`src/rtl/vin_quadencoder_velocity.sv`:
```
// rtl/vin_quadencoder_velocity.sv - gated position-delta velocity estimator
// Samples pos once per gate, emits a clamped signed delta with valid/ready and stall detection.
module vin_quadencoder_velocity #(
  parameter int BITS        = 32,
  parameter int VBITS       = 16,
  parameter int PERIOD      = 10000,
  parameter int STALL_GATES = 8
) (
  input  logic             clk,
  input  logic             rst_n,
  input  logic [BITS-1:0]  pos,
  output logic [VBITS-1:0] vel,
  output logic             vel_valid,
  input  logic             vel_ready,
  output logic             sat,
  output logic             overrun,
  output logic             stalled
);

  localparam int CW = $clog2(PERIOD);
  localparam logic [CW-1:0] LAST = CW'(PERIOD - 1);
  localparam int SW = $clog2(STALL_GATES + 1);
  localparam logic [SW-1:0] SMAX = SW'(STALL_GATES);
  localparam int W = (BITS > VBITS) ? BITS : VBITS;
  localparam logic signed [W-1:0] VMAX = $signed({{(W-VBITS+1){1'b0}}, {(VBITS-1){1'b1}}});
  localparam logic signed [W-1:0] VMIN = $signed({{(W-VBITS+1){1'b1}}, {(VBITS-1){1'b0}}});

  typedef enum logic {PRIME, RUN} state_t;

  state_t            r_state;
  state_t            w_state_next;
  logic [CW-1:0]     r_gate_cnt;
  logic [BITS-1:0]   r_pos_prev;
  logic [VBITS-1:0]  r_vel;
  logic              r_vel_valid;
  logic              r_sat;
  logic              r_overrun;
  logic [SW-1:0]     r_zero_cnt;

  logic              w_tick;
  logic              w_load;
  logic              w_accept;
  logic [BITS-1:0]   w_delta;
  logic signed [W-1:0] w_delta_ext;
  logic [VBITS-1:0]  w_vel_clamped;
  logic              w_sat_next;

  assign w_tick   = (r_gate_cnt == LAST);
  assign w_accept = r_vel_valid & vel_ready;

  // Modular subtraction gives the right signed delta across pos wrap-around.
  assign w_delta     = pos - r_pos_prev;
  assign w_delta_ext = W'($signed(w_delta));

  always_comb begin
    w_vel_clamped = w_delta_ext[VBITS-1:0];
    w_sat_next    = 1'b0;
    if (w_delta_ext > VMAX) begin
      w_vel_clamped = VMAX[VBITS-1:0];
      w_sat_next    = 1'b1;
    end else if (w_delta_ext < VMIN) begin
      w_vel_clamped = VMIN[VBITS-1:0];
      w_sat_next    = 1'b1;
    end
  end

  always_comb begin
    w_state_next = r_state;
    w_load       = 1'b0;
    case (r_state)
      PRIME: if (w_tick) w_state_next = RUN;
      RUN:   w_load = w_tick;
      default: w_state_next = PRIME;
    endcase
  end

  always_ff @(posedge clk) begin
    if (!rst_n) begin
      r_state     <= PRIME;
      r_gate_cnt  <= '0;
      r_pos_prev  <= '0;
      r_vel       <= '0;
      r_vel_valid <= 1'b0;
      r_sat       <= 1'b0;
      r_overrun   <= 1'b0;
      r_zero_cnt  <= '0;
    end else begin
      r_state    <= w_state_next;
      r_gate_cnt <= w_tick ? '0 : r_gate_cnt + 1'b1;
      if (w_tick) r_pos_prev <= pos;

      if (w_load) begin
        r_vel       <= w_vel_clamped;
        r_sat       <= w_sat_next;
        r_vel_valid <= 1'b1;
      end else if (w_accept) begin
        r_vel_valid <= 1'b0;
      end

      // A load while the old sample sits unaccepted is the only way to set overrun.
      if (w_load && r_vel_valid && !vel_ready) r_overrun <= 1'b1;
      else if (w_accept)                        r_overrun <= 1'b0;

      if (w_load) begin
        if (w_delta != '0)          r_zero_cnt <= '0;
        else if (r_zero_cnt != SMAX) r_zero_cnt <= r_zero_cnt + 1'b1;
      end
    end
  end

  assign vel       = r_vel;
  assign vel_valid = r_vel_valid;
  assign sat       = r_sat;
  assign overrun   = r_overrun;
  assign stalled   = (r_zero_cnt == SMAX);

endmodule

```
`config.mk`:
```
export PLATFORM = sky130hd
export DESIGN_NAME = vin_quadencoder_velocity
export DESIGN_NICKNAME = d
export VERILOG_FILES = /design/src/rtl/vin_quadencoder_velocity.sv
export SDC_FILE = /design/constraint.sdc
export NUM_CORES = 1
export LEC_CHECK = 0
export CAP_MARGIN = 20
export CORE_ASPECT_RATIO = 1.2
export CORE_UTILIZATION = 45
export CTS_CLUSTER_DIAMETER = 100
export DETAILED_ROUTE_END_ITERATION = 10
export PLACE_DENSITY = 0.77
export SLEW_MARGIN = 20
export SYNTH_ARGS = -nofsm -noshare
export SYNTH_HDL_FRONTEND = slang
export SYNTH_SLANG_ARGS = --single-unit
```
`constraint.sdc`:
```
create_clock -name clk -period 5.3 [get_ports clk]
set_input_delay 1.06 -clock clk [delete_from_list [all_inputs] [get_ports clk]]
set_output_delay 1.06 -clock clk [all_outputs]
set_load 0.005 [all_outputs]
```
Yosys cells after proc, flatten, opt, wreduce, memory -nomap -nowiden
Index checks and enable logic that the tools add are counted.
W data, S select, Z words.

cells by class
  $add $sub $neg = 3
  order comparisons = 2
  eq/ne operators = 3
  multiplexer cells = 12
  bitwise operators = 2
  reductions and logical operators = 9

operators with widths
  kind                     count
  $gt A32 B16 Y1 const B   1
  $lt A32 B16 Y1 const B   1
  $mux W16                 2
  $reduce_bool A32 Y1      1
  $sub A32 B32 Y32         1
  $add A14 B1 Y14 const B  1
  $eq A14 B14 Y1 const B   1
  $mux W1                  8
  $mux W4                  2
  $reduce_bool A2 Y1       3
  $add A4 B1 Y4 const B    1
  $eq A4 B4 Y1 const B     1
  $ne A4 B4 Y1 const B     1
  $logic_and A1 B1 Y1      2
  $reduce_and A2 Y1        1
  $reduce_or A2 Y1         1
  $and A1 B1 Y1            1
  $logic_not A1 Y1         1
  $not A1 Y1               1

storage, ports and cells
  register bits after elaboration = 70
  input bits = 35
  output and inout port bits = 20
  word-level logic and storage cells = 39

Logic depth before layout (Yosys ltp)
Gate-level depths: netlist of run 1.

  depth in word-level cells = 5
  mapped depth = 15
  depth with buffers taken out = 14

Worst setup path before layout of run 1
OpenSTA, ideal clock, no wires.

  path type = input port to flip-flop
  start = input port pos[0]
  end = register r_vel[10] (netlist: vel[10])
  setup time = 0.119 ns
  data arrival time = 3.770 ns
  required time = 5.181 ns
  setup slack = 1.412 ns
  cell stages on the path = 15
  path buffers = 1
  cell sequence = inv_1 > ha_1 > fa_1 > nand2b_1 > a21oi_1 > o21ai_1 > o31ai_1 > a31oi_1 > xor2_1 > nand4_1 > nor4_2 > nand2b_1 > nand2_2 > buf_6 > o221a_1

between the ends
  cells in the longest elaborated chain, start to end = 4
  elaborated cells on any way between the ends = 5
  those cells by class = add/sub (1); order compare (2); mux (2)

ends and longest elaborated chain
  item                    RTL line  RTL
  start: declaration      11        input logic [BITS-1:0] pos,
  $sub A32 B32 Y32 (*)    52        assign w_delta = pos - r_pos_prev;
  $lt A32 B16 Y1          61        end else if (w_delta_ext < VMIN) begin
  $mux W16                61
  $mux W16 (*)            58        if (w_delta_ext > VMAX) begin
  end signal: assignment  93        r_vel <= w_vel_clamped;
  end: declaration        34        logic [VBITS-1:0] r_vel;

Mark *: on every way between the ends. The rest lies on a longest branch, timed or not.
A chain may end at the register's enable or synchronous reset.

Worst setup path in the final report of run 1
  start = input port pos[0]
  end = register r_vel[3] (netlist: vel[3])

Same word-level chain as after synthesis.

==> flow_summary.toml, run 1 <==
[run_status]
status = "completed"

[timing]
finalSetupViolCount = 0
slew-limit-headroom = 0.441
tightest_slew_ns = 0.828
hold_viol = 0
max_freq_mhz = 219
slew_viol_final = 0
finalCriticalPeriod_ns = 4.56
rsz0062_at_grt = "no"
finClkSkew_ns = 0.00538
fin_crit_sh = 0.861
setup_tns_ns = 0

[power_and_ir_drop]
power.total_w = 0.00145
irDropWorstVdd_mv = 0.163
p_leak_nw = 2.12
power_density_mw_per_mm2 = 248

[clocking]
numCtsBuffers = 9
cts_sinks = 70
cts.htree.levels = 3
postCtsResizedCells = 0
clock_path_buffers = 2
cts_root_buffer = "clkbuf_16"
worstSkewPairLatency_ns = 0.34
cts_tree = "done"
cts_hold_buf = 0
clk_pin_slew_ns = 0.06
cts_setup_buffers = 0

[placed_design]
dpl.hpwl_mm = 8.99
gp_congestion = 0.901
numPortBuffers = 54

[setup_path]
crit_family = "compound AO/OA/AOI/OAI gates"
critPathKind = "input port to flop"
cp.required_ns = 5.53
cpPeakStageDelay_ns = 0.47
worstSetupStartpointType = "input port"
slowest_stage = "clkdlybuf4s50_1"
crit_fanout = 17
crit_chain = "clkdlybuf4s50_1 > inv_1 > ha_1 > fa_1 > nand2b_1 > a21oi_1 > o21ai_1 > o31ai_1 > a31oi_1 > xor2_1 > nand4_1 > nor4_2 > nand2b_1 > nand2_2 > o221a_2"
worstSetupEndpointType = "flop"
cp_num_buf_inv = 2
cpMostUsedCell = "nand2b_1"
crit_arrival_ns = 4.79

[synth]
syn_area_sq_mm = 0.00489
synth_xor_area_frac = 0.0573
yosys.area_share.adder = 0.0910
yosysSeqAreaShare = 0.286
synth_warnings = 0
synthCells = 629
ys.flop_type = "dfxtp_1"
synth-edff-count = 0
ys_async_sr_fraction = 0
yosysTopAreaCellShare = 0.286
synth.area.mux_share = 0.00230
syn-num-nets = 699
synth.largest_area_cell = "dfxtp_1"
synth_compound_area_frac = 0.268
synthTopCellsByArea = "dfxtp_1 29%, ha_1 8.7%, nand2_1 7.9%, a21boi_0 5.1%, nor2_1 4.1%"
synth_cell_type_count = 65
synth.avg_cell_area_sq_um = 7.78
synth_top_family_by_area = "compound AO/OA/AOI/OAI gates"
ys_seq_elements = 70
yosys.area_share.simple = 0.239

[min_path]
hold_path.class = "flop to flop"

[drt]
wl_mm = 11.7
viasPerCell = 5.66
vias = 4554
drc_errors = 0
top_layer = "met4"
wl_met3_microns = 506
antenna_left = 0
m1WireLength_mm = 5.04
routedWlPerCell_microns = 14.6
initialDrtViolationCount = 169
drt_first_pass_iters = 5
dr_wl_met2_mm = 6.02

[global_route]
grt_pass1_vias = 4386
grt_use_total = 0.213
overflow = 0
antenna_found_initial = 0
grt_pass1_wl_mm = 19.7
grt_max_degree = 57

[run]
maxCapViolations = 0

[floorplanning]
die_w_microns = 97.2
num_io_pins = 55
initial_utilization = 0.463
placementRows = 41
die_h_microns = 116
core-area_sq_mm = 0.0106
die_area_sq_mm = 0.0113

[finish]
drive_above_1_share = 0.0592
antenna_cells = 0
post-route-util = 0.553
area_growth_pct = 19.5
nets = 741
## sequential cells by signal (all words and copies together), names as in the netlist
| name | count |
|---|---|
| r_pos_prev | 32 |
| vel | 16 |
| r_gate_cnt | 14 |
| r_zero_cnt | 4 |
| overrun | 1 |
| r_state | 1 |
| sat | 1 |
| vel_valid | 1 |
## through the flow
step           cells  setup slack [ns]  hold WS (ns)  area (sq um)
2_1_floorplan    629              1.41         0.418          4890
3_3_place_gp     789             0.525         0.428          5500
3_5_place_dp     789             0.430         0.440          5500
4_1_cts          805             0.753         0.454          5850
5_1_grt          805             0.446         0.474          5850
6_report         805             0.739         0.451          5850
## synth_stat cells (10+ instances only)
master / n
a21oi_1: 33
xor2_1: 22
a21boi_0: 33
nor2_1: 54
and3_1: 10
a21o_1: 13
o21ai_0: 22
nand2_1: 103
nand2b_1: 11
nor3_1: 11
nand3_1: 15
clkbuf_1: 17
ha_1: 34
xnor2_1: 10
o21a_1: 12
dfxtp_1: 70
inv_1: 40
## area by class of cell
class                      count  area (sq um)
sequential                    70          1400
clock buffer                   9           225
tap                          129           161
clock inverter                 7           120
multi-input combinational    493          3220
inverter                      40           150
fill                         983          4720
timing repair buffer          57           563
## power breakdown
group	internal, W	total [W]	switching, W
clock	0.000461	0.000699	0.000238
sequential	0.000528	0.000530	0.00000177
combinational	0.0000950	0.000222	0.000127
## cells by family after synthesis
logic type      Yosys count
flops                    70
xor+xnor                 32
mux                       1
fa+ha+maj                35
buf+inv                  66
simple gates            247
compound gates          178
## path summary, 6_finish.rpt
kind / cells past startpoint / startpoint / to / slack, ns
max: 15 / pos[0] / vel[3] / 0.74
min: 1 / r_gate_cnt[0] / r_gate_cnt[0] / 0.45
max reg2reg: 13 / r_pos_prev[0] / vel[3] / 1.67
min reg2reg: 1 / r_gate_cnt[0] / r_gate_cnt[0] / 0.45
## cell usage in the layout, fill, tap and decap left out, types with 15 or more instances in the layout
master and instances:
nand3_1 15, ha_1 34, inv_1 40, nor2_1 54
a21boi_0 33, a21oi_1 33, nand2_1 103, o21ai_0 22
dfxtp_1 70, xor2_1 22, clkdlybuf4s50_1 54
## layer usage
layer,global-route usage,vias to the layer above
li1,-,2316
met1,0.243,2130
met2,0.394,95
met3,0.0479,13
met4,0.0756,0
met5,0,-
Power figures use the tool's default switching activity.
==> run 2: changes to the inputs <==
- CORE_UTILIZATION: 45 -> 62
- PLACE_DENSITY: 0.77 -> 0.95
==> run 2 against run 1 <==
Die area is 27% lower. Flip-flop and latch count stayed put. Design area is 2.8% lower. Highest routed layer unchanged. Cell count is 4.6% lower. Clock skew is 0.0093 ns higher. Critical path type unchanged. First-iteration DRC count is 44% higher. Critical endpoint is now r_zero_cnt[2]. Fmax is 0.46% higher.
==> flow_summary.toml, run 2 (synthesized netlist as in run 1, its figures left out) <==
[run_status]
status = "completed"

[power_and_ir_drop]
power.share.combinational = 0.176
power_frac_seq = 0.419
power_switching_w = 0.000369
switching_share = 0.292
p_int_w = 0.000895
p_leak_nw = 2.07
power_density_mw_per_mm2 = 222
clkPwrFrac = 0.405
irDropWorstVdd_mv = 0.160
power.total_w = 0.00126

[timing]
finalSetupViolCount = 0
max_freq_mhz = 220
holdWs_ns = 0.463
setup_tns_ns = 0
finClkSkew_ns = 0.0146
hold_viol = 0
fin_crit_sh = 0.857
finalCriticalPeriod_ns = 4.54
slew_viol_final = 0
rsz0062_at_grt = "no"
slew-limit-headroom = 0.474
tightest_slew_ns = 0.780

[floorplanning]
die_area_sq_mm = 0.00825
placementRows = 35
die_w_microns = 83.1
initial_utilization = 0.639
num_io_pins = 55
die_h_microns = 99.3
core-area_sq_mm = 0.00766

[clocking]
clock_path_buffers = 2
cts_tree = "done"
cts_root_buffer = "clkbuf_8"
clk_pin_slew_ns = 0.09
cts_sinks = 70
postCtsResizedCells = 0
cts.htree.levels = 3
cts_hold_buf = 0
numCtsBuffers = 9
worstSkewPairLatency_ns = 0.37
cts_setup_buffers = 0

[run]
maxCapViolations = 0

[placed_design]
gp_congestion = 0.956
numPortBuffers = 54
dpl.hpwl_mm = 8.83

[setup_path]
slowest_stage = "clkdlybuf4s50_1"
crit_chain = "clkdlybuf4s50_1 > inv_1 > ha_1 > fa_1 > nand2b_1 > a21oi_1 > o21ai_1 > o31ai_1 > a31oi_1 > xor2_1 > nand4_1 > nor4_2 > nand4_1 > nor3_2 > a31o_1"
cp_num_buf_inv = 2
worstSetupEndpointType = "flop"
worstSetupStartpointType = "input port"
crit_fanout = 5
cp.required_ns = 5.62
crit_arrival_ns = 4.86
crit_family = "simple AND/OR/NAND/NOR gates"
critPathKind = "input port to flop"
cpMostUsedCell = "nand4_1"
cpPeakStageDelay_ns = 0.47

[finish]
antenna_cells = 0
drive_above_1_share = 0.0592
fill_cells = 534
largest_reg_flops = 32
final_common_cell = "nand2_1"
regMostFlops = "r_pos_prev"
area_growth_pct = 16.1
final_cell_mix = "103 x nand2_1, 70 x dfxtp_1, 54 x nor2_1, 54 x clkdlybuf4s50_1, 40 x inv_1"
nets = 741
post-route-util = 0.742

[drt]
routedWlPerCell_microns = 15.4
viasPerCell = 6.11
drt_first_pass_iters = 7
drc_errors = 0
initialDrtViolationCount = 243
antenna_left = 0
wl_mm = 11.8
vias = 4689

[global_route]
grt_pass1_wl_mm = 20.0
grt_use_total = 0.295
overflow = 0
grt_pass1_vias = 4496
grt_max_degree = 58
antenna_found_initial = 0

[min_path]
hold_path.class = "flop to flop"
[run 2: cell type report]
cell class	count	area (sq um)	area share
clock buffer	9	124	0.0218
timing repair buffer	57	563	0.0991
sequential	70	1400	0.247
inverter	40	150	0.0264
clock inverter	7	105	0.0185
multi-input combinational	493	3220	0.567
tap	92	115	0.0203
[run 2: per-layer routing]
| metal | share of wire | wire length, microns | track usage |
|---|---|---|---|
| met5 | 0 | 0 | 0 |
| met4 | 0.025 | 297 | 0.107 |
| met3 | 0.044 | 517 | 0.0606 |
| met2 | 0.51 | 5990 | 0.537 |
| met1 | 0.42 | 5000 | 0.341 |
[run 2: stage by stage]
stage	instances	area, sq um	setup slack [ns]
floorplan	629	4890	1.41
global placement	752	5450	0.583
detailed placement	752	5450	0.452
CTS	768	5680	0.805
global route	768	5680	0.486
finish	768	5680	0.760
[run 2: final timing paths]
kind | end | depth (start not counted) | slack (ns) | from
hold reg to reg | r_pos_prev[15] | 2 | 0.46 | r_pos_prev[15]
hold / removal | r_pos_prev[15] | 2 | 0.46 | r_pos_prev[15]
setup reg to reg | r_zero_cnt[2] | 13 | 1.65 | r_pos_prev[0]
setup / recovery | r_zero_cnt[2] | 15 | 0.76 | pos[0]
[run 2: worst reg2reg max path, cell delays in order (launching register included)]
cell      delay, ns
dfxtp_1        0.32
ha_1           0.20
fa_1           0.40
nand2b_1       0.18
a21oi_1        0.31
o21ai_1        0.19
o31ai_1        0.36
a31oi_1        0.16
xor2_1         0.19
nand4_1        0.13
nor4_2         0.37
nand4_1        0.31
nor3_2         0.30
a31o_1         0.18
[run 2: power by group through the flow]
stage | logic [W] | clock network (W) | registers (W)
CTS | 0.000219 | 0.000513 | 0.000529
finish | 0.000223 | 0.000512 | 0.000529
floorplan | 0.000155 | 0 | 0.000541
global route | 0.000245 | 0.000537 | 0.000529
detailed placement | 0.000217 | 0 | 0.000541
global placement | 0.000212 | 0 | 0.000541
